File: src/rtl/mc_pkg.sv
// Shared constants for the multi-cycle MIPS-subset controller: opcodes, function
// codes, FSM state encodings and datapath select encodings.
package mc_pkg;

    localparam int unsigned OP_W  = 6;
    localparam int unsigned FN_W  = 6;
    localparam int unsigned ST_W  = 4;
    localparam int unsigned SEL_W = 2;
    localparam int unsigned ALU_W = 3;

    localparam logic [OP_W-1:0] OP_RTYPE = 6'h00;
    localparam logic [OP_W-1:0] OP_J     = 6'h02;
    localparam logic [OP_W-1:0] OP_JAL   = 6'h03;
    localparam logic [OP_W-1:0] OP_BEQ   = 6'h04;
    localparam logic [OP_W-1:0] OP_ORI   = 6'h0D;
    localparam logic [OP_W-1:0] OP_LUI   = 6'h0F;
    localparam logic [OP_W-1:0] OP_LW    = 6'h23;
    localparam logic [OP_W-1:0] OP_SW    = 6'h2B;

    localparam logic [FN_W-1:0] FN_NOP   = 6'h00;
    localparam logic [FN_W-1:0] FN_JR    = 6'h08;
    localparam logic [FN_W-1:0] FN_ADDU  = 6'h21;
    localparam logic [FN_W-1:0] FN_SUBU  = 6'h23;

    typedef enum logic [ST_W-1:0] {
        ST_FETCH  = 4'd0,
        ST_DECODE = 4'd1,
        ST_EXEC   = 4'd2,
        ST_MEM_RD = 4'd3,
        ST_MEM_WR = 4'd4,
        ST_WB_ALU = 4'd5,
        ST_WB_MEM = 4'd6,
        ST_BRANCH = 4'd7,
        ST_JUMP   = 4'd8
    } state_t;

    localparam logic [SEL_W-1:0] NPC_PC4  = 2'b00;
    localparam logic [SEL_W-1:0] NPC_BR   = 2'b01;
    localparam logic [SEL_W-1:0] NPC_JMP  = 2'b10;
    localparam logic [SEL_W-1:0] NPC_RS   = 2'b11;

    localparam logic [SEL_W-1:0] DST_RT   = 2'b00;
    localparam logic [SEL_W-1:0] DST_RD   = 2'b01;
    localparam logic [SEL_W-1:0] DST_RA   = 2'b10;

    localparam logic [SEL_W-1:0] WD_ALU   = 2'b00;
    localparam logic [SEL_W-1:0] WD_MEM   = 2'b01;
    localparam logic [SEL_W-1:0] WD_LINK  = 2'b10;

    localparam logic [SEL_W-1:0] EXT_ZERO = 2'b00;
    localparam logic [SEL_W-1:0] EXT_SIGN = 2'b01;
    localparam logic [SEL_W-1:0] EXT_HI   = 2'b10;

    localparam logic [ALU_W-1:0] ALU_ADD  = 3'b000;
    localparam logic [ALU_W-1:0] ALU_SUB  = 3'b001;
    localparam logic [ALU_W-1:0] ALU_OR   = 3'b010;

    // One-hot instruction class produced by the decoder
    typedef struct packed {
        logic addu;
        logic subu;
        logic ori;
        logic lui;
        logic lw;
        logic sw;
        logic beq;
        logic j;
        logic jal;
        logic jr;
        logic nop;
    } instr_cls_t;

endpackage

File: src/rtl/mc_decode.sv
// Combinational opcode/func decoder: one-hot instruction class plus an
// illegal flag when no supported instruction matches.
module mc_decode
    import mc_pkg::*;
(
    input  logic [OP_W-1:0] i_opcode,
    input  logic [FN_W-1:0] i_func,
    output instr_cls_t      o_cls_c,
    output logic            o_illegal_c
);

    always_comb begin
        o_cls_c = '0;
        case (i_opcode)
            OP_RTYPE: begin
                case (i_func)
                    FN_ADDU: o_cls_c.addu = 1'b1;
                    FN_SUBU: o_cls_c.subu = 1'b1;
                    FN_JR:   o_cls_c.jr   = 1'b1;
                    FN_NOP:  o_cls_c.nop  = 1'b1;
                    default: o_cls_c = '0;
                endcase
            end
            OP_ORI:  o_cls_c.ori = 1'b1;
            OP_LUI:  o_cls_c.lui = 1'b1;
            OP_LW:   o_cls_c.lw  = 1'b1;
            OP_SW:   o_cls_c.sw  = 1'b1;
            OP_BEQ:  o_cls_c.beq = 1'b1;
            OP_J:    o_cls_c.j   = 1'b1;
            OP_JAL:  o_cls_c.jal = 1'b1;
            default: o_cls_c = '0;
        endcase
    end

    assign o_illegal_c = (o_cls_c == '0);

endmodule

File: src/rtl/mc_ctrl.sv
// Multi-cycle controller: state register plus combinational control outputs
// derived from the current state and the instruction held in the IR.
module mc_ctrl
    import mc_pkg::*;
(
    input  logic             clk,
    input  logic             reset,
    input  logic [OP_W-1:0]  opcode,
    input  logic [FN_W-1:0]  func,
    input  logic             zero,
    output logic             pc_wr,
    output logic [SEL_W-1:0] npc_sel,
    output logic             ir_wr,
    output logic             reg_wr,
    output logic [SEL_W-1:0] reg_dst,
    output logic [SEL_W-1:0] wd_sel,
    output logic             alu_src,
    output logic [SEL_W-1:0] ext_op,
    output logic [ALU_W-1:0] alu_op,
    output logic             mem_wr,
    output logic             instr_done,
    output logic             illegal,
    output logic [ST_W-1:0]  state
);

    state_t     r_state;
    state_t     w_next_state;
    instr_cls_t w_cls;
    logic       w_illegal;

    mc_decode u_decode (
        .i_opcode    (opcode),
        .i_func      (func),
        .o_cls_c     (w_cls),
        .o_illegal_c (w_illegal)
    );

    always_ff @(posedge clk) begin
        if (reset) begin
            r_state <= ST_FETCH;
        end else begin
            r_state <= w_next_state;
        end
    end

    // Reset gates every output so an interrupted instruction issues no further writes
    always_comb begin
        w_next_state = ST_FETCH;
        pc_wr        = 1'b0;
        npc_sel      = NPC_PC4;
        ir_wr        = 1'b0;
        reg_wr       = 1'b0;
        reg_dst      = DST_RT;
        wd_sel       = WD_ALU;
        alu_src      = 1'b0;
        ext_op       = EXT_ZERO;
        alu_op       = ALU_ADD;
        mem_wr       = 1'b0;
        instr_done   = 1'b0;
        illegal      = 1'b0;
        if (!reset) begin
            case (r_state)
                ST_FETCH: begin
                    ir_wr        = 1'b1;
                    pc_wr        = 1'b1;
                    npc_sel      = NPC_PC4;
                    w_next_state = ST_DECODE;
                end
                ST_DECODE: begin
                    if (w_cls.nop || w_illegal) begin
                        instr_done   = 1'b1;
                        illegal      = w_illegal;
                        w_next_state = ST_FETCH;
                    end else if (w_cls.beq) begin
                        w_next_state = ST_BRANCH;
                    end else if (w_cls.j || w_cls.jal || w_cls.jr) begin
                        w_next_state = ST_JUMP;
                    end else begin
                        w_next_state = ST_EXEC;
                    end
                end
                ST_EXEC: begin
                    if (w_cls.subu) begin
                        alu_op = ALU_SUB;
                    end else if (w_cls.ori || w_cls.lui) begin
                        alu_op = ALU_OR;
                    end
                    alu_src = w_cls.ori || w_cls.lui || w_cls.lw || w_cls.sw;
                    if (w_cls.lui) begin
                        ext_op = EXT_HI;
                    end else if (w_cls.lw || w_cls.sw) begin
                        ext_op = EXT_SIGN;
                    end
                    if (w_cls.lw) begin
                        w_next_state = ST_MEM_RD;
                    end else if (w_cls.sw) begin
                        w_next_state = ST_MEM_WR;
                    end else begin
                        w_next_state = ST_WB_ALU;
                    end
                end
                ST_MEM_RD: begin
                    w_next_state = ST_WB_MEM;
                end
                ST_MEM_WR: begin
                    mem_wr     = 1'b1;
                    instr_done = 1'b1;
                end
                ST_WB_ALU: begin
                    reg_wr     = 1'b1;
                    wd_sel     = WD_ALU;
                    reg_dst    = (w_cls.addu || w_cls.subu) ? DST_RD : DST_RT;
                    instr_done = 1'b1;
                end
                ST_WB_MEM: begin
                    reg_wr     = 1'b1;
                    wd_sel     = WD_MEM;
                    reg_dst    = DST_RT;
                    instr_done = 1'b1;
                end
                ST_BRANCH: begin
                    alu_op     = ALU_SUB;
                    alu_src    = 1'b0;
                    ext_op     = EXT_SIGN;
                    npc_sel    = NPC_BR;
                    pc_wr      = zero;
                    instr_done = 1'b1;
                end
                ST_JUMP: begin
                    pc_wr      = 1'b1;
                    instr_done = 1'b1;
                    npc_sel    = w_cls.jr ? NPC_RS : NPC_JMP;
                    if (w_cls.jal) begin
                        reg_wr  = 1'b1;
                        reg_dst = DST_RA;
                        wd_sel  = WD_LINK;
                    end
                end
                default: begin
                    w_next_state = ST_FETCH;
                end
            endcase
        end
    end

    assign state = reset ? ST_W'(ST_FETCH) : ST_W'(r_state);

endmodule

File: config.mk
export PLATFORM = sky130hd
export DESIGN_NAME = mc_ctrl
export DESIGN_NICKNAME = d
export VERILOG_FILES = /design/src/rtl/mc_pkg.sv /design/src/rtl/mc_decode.sv /design/src/rtl/mc_ctrl.sv
export SDC_FILE = /design/constraint.sdc
export NUM_CORES = 1
export LEC_CHECK = 0
export ABC_AREA = 1
export CORE_MARGIN = 2
export CORE_UTILIZATION = 38
export CTS_BUF_LIST = sky130_fd_sc_hd__clkbuf_2 sky130_fd_sc_hd__clkbuf_4 sky130_fd_sc_hd__clkbuf_8
export DETAILED_ROUTE_END_ITERATION = 7
export PLACE_DENSITY = 0.81
export SYNTH_ARGS = -nofsm -noshare
export SYNTH_HDL_FRONTEND = slang
export SYNTH_SLANG_ARGS = --single-unit
File: constraint.sdc
create_clock -name clk -period 1.6 [get_ports clk]
set_input_delay 0.24 -clock clk [delete_from_list [all_inputs] [get_ports clk]]
set_output_delay 0.24 -clock clk [all_outputs]
set_load 0.01 [all_outputs]
==> results.toml, run 1 <==
[grt]
grt_antenna_before_repair = 0
grt_max_degree = 8
grt_first_pass_wirelength_um = 4880
grt_overflow = 0
grtUsageTotal_pct = 34.1
grt_pass1_vias = 1103

[routing]
drcViolationCount = 0
post_drt_wl_per_cell_um = 20.8
drt-total-wl_um = 4540
drtIter0Drc = 61
antenna_left = 0
routed-via-count = 1353
drtPass1Iterations = 5
viasPerCell = 6.21

[final_layout]
nNetsFinal = 219
diodes = 0
final_cell_area_um2 = 1460
top_regs = "r_state (4)"
nFillCells = 36
area_delta_synth_final_pct = 133
registers.top_by_ff_count = "r_state"
largest_reg_flops = 4
drive_above_1_share_pct = 67.3

[placement]
io_buffers = 35
gp_congestion = 0.841
place_area_um2 = 1200
place_ws_ns = -0.701
dp_hpwl_um = 1910

[logic_synthesis]
syn_avg_cell_area_um2 = 5.32
synth.net_count = 133
yosysUniqueCellTypes = 22
netlist_area_um2 = 628
ys_warn_count = 0
synth_cells = 118
ys_seq_area_share_pct = 12.7
ys_seq_elements = 4

[worst_setup_path]
cp_max_fo = 3
worstSetupStartpoint = "r_state[1]$_SDFF_PP0_"
critical_path.startpoint_type = "flop"
worst-endpoint-required_ns = 1.36
critical_path_class = "reg -> out"
ff2ff_path_depth = 12
critPathCaptureType = "output port"
worstReg2RegStart = "r_state[1]$_SDFF_PP0_"
crit_arrival_ns = 1.48

[timing]
clock-skew-final_ns = 0.0266
min_period_ns = 1.72
fmax_ghz = 0.583
min_period_over_period_pct = 107
setup_viol = 12
drv_slew = 0
hold_viol = 0
fin_ws_ns = -0.117
grt_setup_unrepaired = "yes"

[cts]
cts.path.max_buffers = 2
clk_pin_slew_ns = 0.06
cts_tree = "yes"
clkLatencyLatePin_ns = 0.26
h-tree-depth = 1
root_buffer = "clkbuf_4"
cts.sinks = 4
numCtsBuffers = 3

[min_path]
hold_start = "opcode[4]"
worstHoldPathCells = 7
hold_class = "in -> reg"

[floorplan]
coreArea_um2 = 1520
die_h_um = 44.7
dieArea_um2 = 1990
io-pin-count = 37
die_w_um = 44.7
num_rows = 14
initial_core_util_pct = 41.2

[outcome]
outcome = "finished with violations"
violations = "negative setup slack"

[pwr]
powerDensity_nw_per_um2 = 331
p_leak_nw = 0.760
power.total_uw = 484
peakVddDrop_mv = 0.411

[run]
cap_violations = 0
layout make-up:
cell class / count / area [µm²] / area share, %
Timing Repair Buffer: 84 / 612 / 41.8
Multi-Input combinational cell: 88 / 638 / 43.6
Clock buffer: 3 / 22.5 / 1.54
Sequential cell: 4 / 83.8 / 5.73
Tap cell: 16 / 20.0 / 1.37
Inverter: 23 / 86.3 / 5.90
kinds of logic (layout without fill, tap and decap cells):
family | count (synthesis) | count (layout) | share of synthesized area [%]
flops | 4 | 4 | 12.7
other cells | 1 | 1 | 0.597
buf+inv | 26 | 110 | 16.9
compound gates | 10 | 10 | 9.76
simple gates | 77 | 77 | 60.0
worst paths after layout:
check                          end  slack (ns)
min reg2reg  r_state[3]$_SDFF_PP0_        0.76
max reg2reg  r_state[2]$_SDFF_PP0_       -0.04
max                         reg_wr       -0.12
min          r_state[2]$_SDFF_PP0_        0.62
synthesized netlist by cell type:
cell | count | area, µm²
nand3_4 | 1 | 17.5
nor2_4 | 2 | 22.5
nand3_1 | 8 | 40.0
o311ai_1 | 1 | 8.76
o21ai_1 | 1 | 5.00
buf_2 | 1 | 5.00
o32ai_1 | 1 | 8.76
inv_2 | 4 | 15.0
conb_1 | 1 | 3.75
a21oi_1 | 6 | 30.0
nor3_1 | 2 | 10.0
a21oi_2 | 1 | 8.76
nand4_1 | 1 | 6.26
inv_1 | 19 | 71.3
buf_4 | 2 | 15.0
nand2_2 | 1 | 6.26
nand2_1 | 20 | 75.1
nand3_2 | 3 | 30.0
nor2_2 | 8 | 50.1
nor4_1 | 1 | 6.26
nor2_1 | 30 | 113
dfxtp_1 | 4 | 80.1
per-layer routing:
layer	global-route usage, %	routed length [µm]	share of wire (%)	up-vias
li1	-	-	-	534
met2	64.6	2090	46	153
met3	5.71	575	13	77
met1	36.2	1370	30	589
met4	14.5	504	11	0
met5	0	0	0	-
power breakdown:
part | switching [mW] | internal [mW] | total [mW]
registers | 0.00482 | 0.103 | 0.108
logic | 0.130 | 0.101 | 0.232
clock network | 0.0592 | 0.0851 | 0.144
total | 0.194 | 0.290 | 0.484
critical path: stages (launching register included):
cell	delay (ns)
dfxtp_2	0.35
nor2_4	0.15
nand2_4	0.08
nor2_4	0.10
inv_2	0.05
nor2_4	0.11
inv_2	0.09
o32ai_2	0.11
buf_2	0.18
stage by stage:
step           hold WS [ns]  TNS [ns]  std cells  utilization [%]
6_report              0.616    -0.659        218             96.0
5_1_grt               0.635     -1.90        218             96.0
4_1_cts               0.488    -0.139        210             87.0
3_5_place_dp          0.627     -9.24        196             79.0
3_3_place_gp          0.621     -8.28        196             79.0
2_1_floorplan         0.425         0        118                -
what timing repair did:
item | in CTS | in global routing
pin swaps | 21 | 22
buffers inserted | 11 | 8
hold buffers | 0 | 0
gates resized for setup | 119 | 41
gates cloned | 0 | 0
hold endpoints to repair | 0 | 0
endpoints found under the setup margin | 21 | 19
layout by cell type (no fill, tap or decap), types with 8 or more instances in the layout:
| master | n |
|---|---|
| nor2_4 | 16 |
| inv_2 | 9 |
| dlygate4sd2_1 | 10 |
| nor2_2 | 12 |
| buf_4 | 47 |
| buf_2 | 13 |
| inv_1 | 14 |
| clkbuf_2 | 8 |
| nand2_1 | 16 |
| nor2_1 | 12 |
(Power assumes the default switching activity.)
==> run 2, diff against run 1 <==
SETUP_SLACK_MARGIN = 0.2   (was default)
TNS_END_PERCENT = 30   (was default)
==> results.toml, run 2 <==
[outcome]
outcome = "stopped before the end"
haltStage = "global routing"
tool.error = "[ERROR GRT-0232] Routing congestion too high. Check the congestion heatmap in the GUI."

[floorplan]
io-pin-count = 37
die_h_um = 44.7
initial_core_util_pct = 41.2
num_rows = 14
die_w_um = 44.7

[logic_synthesis]
synth.area.top_cells = "nor2_1 (18%), dfxtp_1 (13%), nand2_1 (12%)"
async_flop_share_pct = 0
synth-edff-count = 0
synth_commonest_cells = "nor2_1 (30), nand2_1 (20), inv_1 (19)"
ys_seq_elements = 4
synth_cells = 118
netlist_area_um2 = 628
synth_top_area_share_pct = 17.9
syn_avg_cell_area_um2 = 5.32
ys.flop_type = "dfxtp_1"
synth.net_count = 133
post-synth-top-count-cell = "nor2_1"
ys_warn_count = 0
synth_top_area_cell = "nor2_1"
ys_seq_area_share_pct = 12.7
yosysUniqueCellTypes = 22

[cts]
cts.sinks = 4
cts.path.max_buffers = 2
hold_buffers = 0
root_buffer = "clkbuf_4"
h-tree-depth = 1
numCtsBuffers = 3

[timing]
crit_endpoint = "reg_wr"
worst_endpoint_kind = "primary output"

[placement]
dp_hpwl_um = 1880
place_area_um2 = 1210
gp_congestion = 0.825
io_buffers = 35

[grt]
grtUsageTotal_pct = 65.1
grt_overflow = 22
grt_max_degree = 7
==> run 2: per-layer routing <==
metal / GRT overflow / GRT usage, %
met5: 0 / 0
met4: 13 / 84.2
met3: 0 / 33.9
met2: 9 / 90.1
met1: 0 / 60.5
==> run 2: stage by stage <==
stage	utilization, %	instances	worst slack, ns	hold slack, ns
after floorplan	-	118	0.212	0.425
after global placement	79.5	195	-0.644	0.631
after detailed placement	79.5	195	-0.696	0.633
after CTS	88.8	206	-0.0520	0.459
==> run 2: cells by family after synthesis <==
logic type	Yosys count	share of synthesized area [%]
other cells	1	0.597
flops	4	12.7
buf+inv	26	16.9
simple gates	77	60.0
compound gates	10	9.76
==> run 2: timing repair <==
| item | in CTS |
|---|---|
| setup buffers | 8 |
| pin swaps | 31 |
| resized for setup | 171 |
| setup endpoints to repair | 22 |
==> run 3, diff against run 2 <==
CORE_AREA = 2 2 63 65   (was default)
CORE_MARGIN = default   (was 2)
CORE_UTILIZATION = default   (was 38)
CTS_BUF_LIST = default   (was sky130_fd_sc_hd__clkbuf_2 sky130_fd_sc_hd__clkbuf_4 sky130_fd_sc_hd__clkbuf_8)
DIE_AREA = 0 0 65 67   (was default)
PLACE_DENSITY = default   (was 0.81)
PLACE_DENSITY_LB_ADDON = 0.15   (was default)
SETUP_SLACK_MARGIN = default   (was 0.2)
==> results.toml, run 3 (synthesis gave the netlist of run 1 again) <==
[pwr]
p_leak_nw = 0.701
pwr-share-seq_pct = 21.0
powerDensity_nw_per_um2 = 354
p_sw_share_pct = 28.6
p_int_uw = 363
p_switching_uw = 146
power.total_uw = 509
clkPwrFrac_pct = 40.9
power_frac_comb_pct = 38.2
peakVddDrop_mv = 0.185

[final_layout]
fin_cells = 239
area_delta_synth_final_pct = 128
registers.top_by_ff_count = "r_state"
diodes = 0
drive_above_1_share_pct = 60.2
fin_util_pct = 39.8
final_cell_area_um2 = 1440
final_common_cell = "buf_4"
nNetsFinal = 208
largest_reg_flops = 4
final_cell_mix = "buf_4 (37), inv_1 (17), nand2_1 (16)"
top_regs = "r_state (4)"

[routing]
routed-via-count = 947
drt-total-wl_um = 2380
viasPerCell = 3.96
drtIter0Drc = 17
post_drt_wl_per_cell_um = 9.96
antenna_left = 0
drcViolationCount = 0
drtPass1Iterations = 4

[floorplan]
dieArea_um2 = 4360
num_rows = 22
initial_core_util_pct = 17.4
die_w_um = 65
io-pin-count = 37
coreArea_um2 = 3610
die_h_um = 67

[outcome]
outcome = "finished with violations"
violations = "negative setup slack"

[timing]
setup_viol = 2
fmax_ghz = 0.612
drv_slew = 0
min_period_over_period_pct = 102
timing.hold.ws_ns = 0.505
hold_viol = 0
min_period_ns = 1.63
fin_ws_ns = -0.0344
grt_setup_unrepaired = "yes"
finalSetupTns_ns = -0.0395
clock-skew-final_ns = 0.00341

[cts]
h-tree-depth = 1
hold_buffers = 0
cts.path.max_buffers = 2
root_buffer = "clkbuf_8"
cts.sinks = 4
clk_pin_slew_ns = 0.03
cts_tree = "yes"
clkLatencyLatePin_ns = 0.21
numCtsBuffers = 3

[placement]
gp_congestion = 0.815
place_ws_ns = -0.708
place_area_um2 = 1260
place_inst = 229
io_buffers = 35
dp_hpwl_um = 1980

[worst_setup_path]
worst-endpoint-required_ns = 1.36
slowest_stage = "dfxtp_1"
cp_common_cell = "nor2_2"
critical_path_class = "reg -> out"
cp.depth = 6
path_delay_family = "simple AND/OR/NAND/NOR gates"
critPathCaptureType = "output port"
cpPeakStageDelay_ns = 0.32
crit_chain = "nor2_2 > inv_2 > nor2_2 > nand2_2 > o21ai_1 > clkdlybuf4s15_2"
ff2ff_path_depth = 7
cp_max_fo = 4
critical_path.startpoint_type = "flop"
path_buf_inv = 2
crit_arrival_ns = 1.39

[grt]
grt_first_pass_wirelength_um = 4010
grtUsageTotal_pct = 11.7
grt_overflow = 0
grt_antenna_before_repair = 0
grt_pass1_vias = 915
grt_max_degree = 6

[min_path]
worstHoldPathCells = 6
hold_class = "in -> reg"

[run]
cap_violations = 0
[run 3: per-layer routing]
layer,GRT usage (%),part of all wire (%)
met1,13.8,42
met2,22.6,54
met3,2.36,4.7
met4,0.798,0
met5,0,0
[run 3: layout make-up]
cell class	count	area, µm²
Fill cell	396	2170
Multi-Input combinational cell	88	579
Sequential cell	4	85.1
Clock buffer	3	41.3
Tap cell	48	60.1
Inverter	23	86.3
Timing Repair Buffer	73	583
[run 3: worst register-to-register path: cells and delay by family, from the launching register on]
family / cells / cell delay (ns)
flops: 1 / 0.32
simple gates: 3 / 0.40
buf+inv: 3 / 0.35
compound gates: 1 / 0.14
[run 3: timing repair]
action | CTS | global route
endpoints found under the hold margin | 0 | 0
pin swaps | 15 | 15
gates resized for setup | 101 | 36
buffers inserted | 4 | 3
endpoints found under the setup margin | 21 | 16
[run 3: power by group through the flow]
stage | logic (mW) | registers, mW | clock network [mW]
final | 0.194 | 0.107 | 0.208
after global placement | 0.182 | 0.106 | 0
after floorplan | 0.0659 | 0.107 | 0
after CTS | 0.185 | 0.106 | 0.214
after detailed placement | 0.182 | 0.107 | 0
after global routing | 0.215 | 0.107 | 0.220
[run 3: worst paths after layout]
kind / startpoint / endpoint / slack (ns)
min: opcode[0] / r_state[0]$_SDFF_PP0_ / 0.50
min reg2reg: r_state[0]$_SDFF_PP0_ / r_state[3]$_SDFF_PP0_ / 0.66
max reg2reg: r_state[2]$_SDFF_PP0_ / r_state[1]$_SDFF_PP0_ / 0.32
max: r_state[2]$_SDFF_PP0_ / alu_op[0] / -0.03
